<file path="src/rtl/sigmoid_pkg.sv">
// rtl/sigmoid_pkg.sv - fixed-point formats, segment thresholds and offsets for sigmoid_fx
package sigmoid_pkg;

  // Q4.12: 12 fraction bits, 1.0 = 4096
  localparam int          Q_FRAC  = 12;
  localparam logic [15:0] ONE     = 16'h1000;

  // |x| segment boundaries in Q4.12 units
  localparam logic [15:0] T_SAT   = 16'd20480;  // 5.0
  localparam logic [15:0] T_MID   = 16'd9728;   // 2.375
  localparam logic [15:0] T_LOW   = 16'd4096;   // 1.0

  // Segment intercepts in Q4.12 units
  localparam logic [12:0] OFF_HI  = 13'd3456;   // 0.84375
  localparam logic [12:0] OFF_MID = 13'd2560;   // 0.625
  localparam logic [12:0] OFF_LOW = 13'd2048;   // 0.5

  // Saturated positive-half output (1.0 on a 13-bit p)
  localparam logic [12:0] P_SAT   = 13'h1000;

  typedef enum logic [1:0] {
    SEG_LOW = 2'd0,
    SEG_MID = 2'd1,
    SEG_HI  = 2'd2,
    SEG_SAT = 2'd3
  } seg_e;

  // Classify a non-negative magnitude into one of the four PLAN segments
  function automatic seg_e seg_of(input logic [15:0] a);
    seg_e s;
    if (a >= T_SAT) begin
      s = SEG_SAT;
    end else if (a >= T_MID) begin
      s = SEG_HI;
    end else if (a >= T_LOW) begin
      s = SEG_MID;
    end else begin
      s = SEG_LOW;
    end
    return s;
  endfunction

endpackage

</file>
<file path="src/rtl/sigmoid_plan_seg.sv">
// rtl/sigmoid_plan_seg.sv - combinational PLAN segment evaluation for the positive half of sigmoid
module sigmoid_plan_seg
  import sigmoid_pkg::*;
(
  input  logic [15:0] a,
  output logic [12:0] p
);

  seg_e seg;

  // Segment select; each slope is a power of two so the term is a pure bit slice.
  // Slices are sized to the largest magnitude that can reach each segment.
  always_comb begin
    seg = seg_of(a);
    p   = P_SAT;
    case (seg)
      SEG_SAT: p = P_SAT;
      SEG_HI:  p = {2'b00, a[15:5]} + OFF_HI;   // a < 20480 so a>>5 <= 639
      SEG_MID: p = a[15:3] + OFF_MID;           // a < 9728  so a>>3 <= 1215
      SEG_LOW: p = {1'b0, a[13:2]} + OFF_LOW;   // a < 4096  so a>>2 <= 1023
      default: p = P_SAT;
    endcase
  end

endmodule

</file>
<file path="src/rtl/sigmoid_fx.sv">
// rtl/sigmoid_fx.sv - 2-stage pipelined Q4.12 logistic function using 4-segment PLAN and symmetry
module sigmoid_fx
  import sigmoid_pkg::*;
(
  input  logic        clk,
  input  logic        rst_n,
  input  logic        x_valid,
  input  logic [15:0] x,
  output logic        y_valid,
  output logic [15:0] y
);

  logic        sign_q;
  logic [15:0] a_q;
  logic        valid_q;
  logic [15:0] x_abs;
  logic [12:0] p;

  // Magnitude of x; -8.0 (0x8000) negates to itself, read as unsigned 8.0
  always_comb begin
    x_abs = x;
    if (x[15]) begin
      x_abs = ~x + 16'd1;
    end
  end

  // Stage 1: capture sign and magnitude
  always_ff @(posedge clk or negedge rst_n) begin
    if (!rst_n) begin
      sign_q <= 1'b0;
      a_q    <= '0;
    end else begin
      sign_q <= x[15];
      a_q    <= x_abs;
    end
  end

  sigmoid_plan_seg u_plan_seg (
    .a (a_q),
    .p (p)
  );

  // Stage 2: mirror the positive-half result for negative inputs (p <= 1.0, so no underflow)
  always_ff @(posedge clk or negedge rst_n) begin
    if (!rst_n) begin
      y <= '0;
    end else if (sign_q) begin
      y <= ONE - {3'b000, p};
    end else begin
      y <= {3'b000, p};
    end
  end

  // Valid shift register tracking the two data stages
  always_ff @(posedge clk or negedge rst_n) begin
    if (!rst_n) begin
      valid_q <= 1'b0;
      y_valid <= 1'b0;
    end else begin
      valid_q <= x_valid;
      y_valid <= valid_q;
    end
  end

endmodule

</file>
<file path="config.mk">
export PLATFORM = sky130hd
export DESIGN_NAME = sigmoid_fx
export DESIGN_NICKNAME = d
export VERILOG_FILES = /design/src/rtl/sigmoid_pkg.sv /design/src/rtl/sigmoid_plan_seg.sv /design/src/rtl/sigmoid_fx.sv
export SDC_FILE = /design/constraint.sdc
export NUM_CORES = 1
export LEC_CHECK = 0
export BUFFER_PORTS_ARGS = -buffer_cell sky130_fd_sc_hd__buf_2
export CAP_MARGIN = 5
export CORE_AREA = 3 3 72 74
export DETAILED_ROUTE_END_ITERATION = 16
export DIE_AREA = 0 0 75 77
export GPL_ROUTABILITY_DRIVEN = 0
export SYNTH_ARGS = -nofsm -noshare
export SYNTH_HDL_FRONTEND = slang
export SYNTH_SLANG_ARGS = --single-unit
export TNS_END_PERCENT = 30
</file>
<file path="constraint.sdc">
create_clock -name clk -period 3.7 [get_ports clk]
set_input_delay 0.37 -clock clk [delete_from_list [all_inputs] [get_ports clk]]
set_output_delay 0.37 -clock clk [all_outputs]
set_load 0.02 [all_outputs]
</file>
* Word level (Yosys, flattened, before mapping)
Index checks and enable logic that the tools add are counted.
** Operators by class
- Bitwise gates (word level) :: 1
- Add/sub/neg operators :: 5
- Eq/ne operators :: 3
- Reductions and logical operators :: 1
- $lt $le $gt $ge :: 3
- Mux-type cells :: 6
** Operators by type and width (count)
- case mux 13 bit (4 select lines) :: 1
- two-way mux 16 bit :: 2
- adder 16 x 1 -> 16 bit (second input constant) :: 1
- >= comparator 16 x 13 -> 1 bit (second input constant) :: 1
- >= comparator 16 x 14 -> 1 bit (second input constant) :: 1
- >= comparator 16 x 15 -> 1 bit (second input constant) :: 1
- NOT 16 bit :: 1
- subtractor 13 x 13 -> 14 bit (first input constant) :: 1
- adder 11 x 12 -> 13 bit (second input constant) :: 1
- adder 12 x 12 -> 13 bit (second input constant) :: 1
- adder 13 x 12 -> 13 bit (second input constant) :: 1
- == test 2 bit (second input constant) :: 2
- two-way mux 2 bit :: 2
- == test 2 x 1 -> 1 bit (second input constant) :: 1
- zero test 2 bit :: 1
- two-way mux 1 bit :: 1
** Storage, ports and cells
- Bits of input ports :: 19
- Output and inout bits :: 17
- Register bits after elaboration :: 35

* Logic depth before layout (Yosys ltp)
- Depth after elaboration :: 8
- Depth in mapped cells :: 12
- Depth with buffers taken out :: 11

* By module
A second synthesis with hierarchy kept.
** Unflattened totals
- Cell total of the unflattened synthesis :: 191
- Area total of the unflattened synthesis :: 2073.2 um^2
** By module, submodules not included
- sigmoid_fx :: seq. area each 825.8 um^2, cells each 121, area an instance 1471.4 um^2, instances 1
- sigmoid_plan_seg :: seq. area each 0.0 um^2, cells each 70, area an instance 601.8 um^2, instances 1

* Worst setup path before layout
OpenSTA, ideal clock, no wires.
- Path type :: reg2reg
- From :: register a_q[12]
- To :: register y[8]
- Library setup time :: 80 ps
- Buffers on the path :: 1
- Required time :: 3620 ps
- Setup slack :: 1107 ps
- Data arrival time :: 2513 ps
- Cell stages (with the launch flop) :: 11
- Path through :: dfrtp_1 inv_1 ha_1 nor3b_4 buf_2 mux2i_1 nor3_2 a2111oi_4 nand4_1 o31ai_1 xnor2_1
** On the way
- Word-level cells in the longest chain between the ends :: 8
** RTL lines
- start: declaration :: RTL line sigmoid_fx.sv:14 : logic [15:0] a_q;
- start signal: assignment :: RTL line sigmoid_fx.sv:34 : a_q <= x_abs;
- >= comparator 16 x 13 -> 1 bit :: RTL line sigmoid_pkg.sv:35 : end else if (a >= T_LOW) begin
- two-way mux 1 bit :: RTL line sigmoid_pkg.sv:35
- two-way mux 2 bit :: RTL line sigmoid_pkg.sv:33 : end else if (a >= T_MID) begin
- two-way mux 2 bit :: RTL line sigmoid_pkg.sv:31 : if (a >= T_SAT) begin
- == test 2 x 1 -> 1 bit, or another cell as far along :: RTL line sigmoid_plan_seg.sv:16 : case (seg)
- case mux 13 bit (4 select lines) * :: RTL line sigmoid_plan_seg.sv:16
- subtractor 13 x 13 -> 14 bit :: RTL line sigmoid_fx.sv:48 : y <= ONE - {3'b000, p};
- two-way mux 16 bit * :: RTL line sigmoid_fx.sv:47 : end else if (sign_q) begin
- end signal: assignment :: RTL line sigmoid_fx.sv:48
- end signal: assignment :: RTL line sigmoid_fx.sv:50 : y <= {3'b000, p};
- end: declaration :: RTL line sigmoid_fx.sv:10 : output logic [15:0] y
Mark *: on every way between the ends. The rest lies on a longest branch, timed or not.

* Final worst setup path
- From :: register a_q[12]
- To :: register y[12]
The elaborated chain is that of the path after synthesis.

==> impl_results.rst <==
.. list-table::
   :header-rows: 1

   * - Metric
     - Value
   * - Outcome
     - finished, final reports clean
   * - IR Drop Worst-Case VDD
     - 0.175 mV
   * - Sequential cell area fraction in the yosys report
     - 41.4%
   * - Final critical delay including setup and external delays
     - 3.14 ns
   * - Final routed DRC violation total
     - 0
   * - Clock-pin slew reported for the worst setup and hold paths after clock tree synthesis
     - 0.06 ns
   * - Predominant post-synthesis flop cell
     - sky130_fd_sc_hd__dfrtp_1
   * - Resized cells post-CTS
     - 0
   * - Share of synthesized cell area in full adder, half adder and majority cells
     - 3.76%
   * - Hold-fix buffer count after cts
     - 0
   * - Class of the tightest hold or removal check
     - in -> async
   * - Final period util
     - 84.8%
   * - Share of synthesized area spent on multiplexers
     - 4.64%
   * - Setup violation total in the final timing report
     - 0
   * - Power consumption
     - around 1.1 mW
   * - Number of nets in the final layout
     - 258
   * - Largest family of logic cells by synthesized area
     - simple AND/OR/NAND/NOR gates
   * - Post-synthesis net count
     - roughly 220
   * - Effective utilization at floorplan
     - 42.8%
   * - Classification of the worst setup path
     - reg -> reg
   * - Setup Total Neg Slack
     - 0 ns
   * - Count of flip-flops with a built-in enable after synthesis
     - 0
   * - Area Growth Syn to Fin
     - 14.2%
   * - Antenna violations before repair
     - 0
   * - Count of vias placed by the detailed router
     - 1547
   * - Area share of and/or/nand/nor cells after synthesis
     - 18.4%
   * - Switching part of the total power
     - between 30% and 40%
   * - H-tree depth
     - 2
   * - Pin count of the biggest net entering global routing
     - 34
   * - Worst rel slew slack
     - 55.5%
   * - Total inserted antenna cells
     - 0
   * - Cells after Synth
     - 197
   * - Compound-gate portion of the synthesized area
     - 17.5%
   * - Sink count of the clock tree
     - 33
   * - Post-synthesis cell area
     - about 2000 um^2
   * - Top cells by area in the synthesized netlist
     - sky130_fd_sc_hd__dfrtp_1, sky130_fd_sc_hd__xnor2_1, sky130_fd_sc_hd__ha_1, sky130_fd_sc_hd__mux2i_1, sky130_fd_sc_hd__a21oi_1
   * - TritonCTS Buffers
     - 5
   * - Width of the die
     - approximately 75 um
   * - Number of global-route vias before repair
     - between 1000 and 1500
   * - Worst setup slack before clock tree synthesis
     - 0.571 ns
   * - Gr usage total
     - 14.8%
   * - Flop and latch count out of synthesis
     - 33
   * - Clock tree root driver cell
     - sky130_fd_sc_hd__clkbuf_8
   * - Total congestion overflow after global routing
     - 0
   * - Dominant cell type by area after synthesis
     - sky130_fd_sc_hd__dfrtp_1
   * - Share of power burned in registers
     - 42.6%
   * - Clock network power share
     - 22.8%
   * - P_leak
     - ~1 nW
   * - Largest driver fanout on the critical path
     - 13
   * - Top cell type's share of synthesized area
     - 41.4%
   * - CTS Buffer Depth
     - 2
   * - Max frequency
     - 319 MHz
   * - Top-count cell post-synth
     - sky130_fd_sc_hd__dfrtp_1
   * - XOR/XNOR share of the synthesized area
     - 10.5%
   * - Hold violation count in the final report
     - 0
   * - Wire length of the first global-routing pass
     - 6730 um
   * - Comb power frac
     - roughly 35%
   * - Worst skew pair latency
     - 0.28 ns
   * - Yosys warning total
     - 0
   * - Detailed-routing iteration count for the pre-antenna-repair pass
     - 4
   * - Kind of launch point of the worst setup path
     - flop
   * - Final Max Tran Viols
     - 0
   * - Most numerous cell types in the synthesized netlist
     - sky130_fd_sc_hd__dfrtp_1, sky130_fd_sc_hd__xnor2_1, sky130_fd_sc_hd__nand2_1
   * - Detailed placer's ending HPWL
     - about 3000 um
   * - Category of the worst setup path capture point
     - flop
   * - Standard-cell rows
     - 25
   * - Detailed-route vias per instance
     - 5.37
   * - DIE AREA
     - 5780 um^2
   * - Library cells used by synthesis
     - between 40 and 50
   * - Initial DRC count
     - 70
   * - Minimum setup slack in the final design
     - 0.564 ns
   * - Area of the core
     - 4660 um^2
   * - Post-CTS Setup Bufs
     - 0
   * - Average footprint of a synthesized cell
     - slightly above 10 um^2
   * - Buffers added on ports
     - 35
   * - Filler cell count
     - about 470
   * - Top-level port count
     - 36
   * - Count of nets left with antenna violations after detail routing
     - 0
   * - Die outline height
     - 77 um
   * - Worst-case reg-to-reg path depth
     - 8
   * - Layout cell share with drive strength beyond 1
     - 23.1%
   * - Wire length per cell after detailed routing
     - 13.5 um
   * - Pwr dens
     - 480 nW/um^2
   * - RSZ-0062 raised after global routing
     - no
   * - Max-cap check violation count
     - 0
   * - Async S/R FF share, synth
     - 100%
   * - CTS tree
     - yes
   * - P_sw
     - 393 uW
   * - Data arrival time at the worst-slack endpoint
     - 3.30 ns
   * - Internal power
     - 702 uW
   * - Worst endpoint required time
     - 3.87 ns
   * - Total routed wirelength
     - 3890 um
   * - Worst Clk Skew
     - 0.00317 ns
   * - Slew of the pin with the lowest slew margin
     - around 0.67 ns
## layout make-up
type	count	area (um^2)	share of cell area, %
Clock buffer	6	72.6	3.18
Clock inverter	2	10.0	0.439
Inverter	9	33.8	1.48
Multi-Input combinational cell	149	1090	48.0
Sequential cell	33	826	36.2
Tap cell	54	67.6	2.96
Timing Repair Buffer	35	175	7.68
## worst max-delay path, stage by stage, from the launching register on
cell and delay (ns):
sky130_fd_sc_hd__dfrtp_1 0.46, sky130_fd_sc_hd__inv_1 0.17, sky130_fd_sc_hd__ha_1 0.22, sky130_fd_sc_hd__nor3b_4 0.59
sky130_fd_sc_hd__nor2b_1 0.15, sky130_fd_sc_hd__a2111oi_2 0.41, sky130_fd_sc_hd__a21oi_1 0.15, sky130_fd_sc_hd__or4_1 0.56
sky130_fd_sc_hd__o31a_1 0.30
## cells by family (layout without fill, tap and decap cells)
| logic type | after synthesis | in the layout |
|---|---|---|
| simple gates | 61 | 61 |
| compound gates | 49 | 49 |
| flops | 33 | 33 |
| xor+xnor | 24 | 24 |
| buf+inv | 15 | 52 |
| mux | 9 | 9 |
| fa+ha+maj | 6 | 6 |
## metrics by stage
step | cell area (um^2) | util [%] | cells | hold WS (ns)
floorplan | 2000 | - | 197 | 0.0744
CTS | 2280 | 48.9 | 288 | 0.143
global route | 2280 | 48.9 | 288 | 0.184
global placement | 2200 | 47.1 | 280 | 0.336
finish | 2280 | 48.9 | 288 | 0.119
detailed placement | 2200 | 47.1 | 280 | 0.340
## cells in the final DEF (no fill, tap or decap), types with 3 or more instances in the layout
master / instances
sky130_fd_sc_hd__buf_2: 35
sky130_fd_sc_hd__dfrtp_1: 33
sky130_fd_sc_hd__xnor2_1: 19
sky130_fd_sc_hd__nand2_1: 17
sky130_fd_sc_hd__a21oi_1: 13
sky130_fd_sc_hd__nor2_1: 11
sky130_fd_sc_hd__inv_1: 9
sky130_fd_sc_hd__o21ai_0: 9
sky130_fd_sc_hd__mux2i_1: 7
sky130_fd_sc_hd__o31ai_1: 6
sky130_fd_sc_hd__ha_1: 6
sky130_fd_sc_hd__xor2_1: 5
sky130_fd_sc_hd__clkbuf_8: 5
sky130_fd_sc_hd__nand4_1: 4
sky130_fd_sc_hd__nor3_1: 4
sky130_fd_sc_hd__o22ai_1: 4
sky130_fd_sc_hd__nand3_1: 3
sky130_fd_sc_hd__or4_1: 3
## metal layers
layer  global-route usage, %  part of all wire, %
met1                    19.2                   45
met2                    23.6                   47
met3                    4.06                  6.2
met4                    4.80                  2.0
met5                       0                    0
## worst paths after layout
kind,startpoint,to,slack [ns]
worst max-delay path,a_q[12]$_DFF_PN0_,y[12]$_DFF_PN0_,0.56
min in group clk,x_valid,valid_q$_DFF_PN0_,0.19
worst min-delay path,rst_n,y[9]$_DFF_PN0_,0.12
max in group asynchronous,rst_n,a_q[1]$_DFF_PN0_,3.15
worst min register to register,valid_q$_DFF_PN0_,y_valid$_DFF_PN0_,0.35
worst max register to register,a_q[12]$_DFF_PN0_,y[12]$_DFF_PN0_,0.56
## sequential cells by signal, summed over array words and instances, names as in the netlist
name	count
y_valid	1
sign_q	1
y	14
a_q	16
valid_q	1
## power by group through the flow
stage          registers [mW]  clock network [mW]  logic [mW]
2_1_floorplan           0.526                   0       0.219
3_3_place_gp            0.472                   0       0.376
3_5_place_dp            0.472                   0       0.380
4_1_cts                 0.466               0.258       0.382
5_1_grt                 0.476               0.271       0.423
6_report                0.466               0.249       0.379
Note: power is estimated with default switching activity, not from simulation.
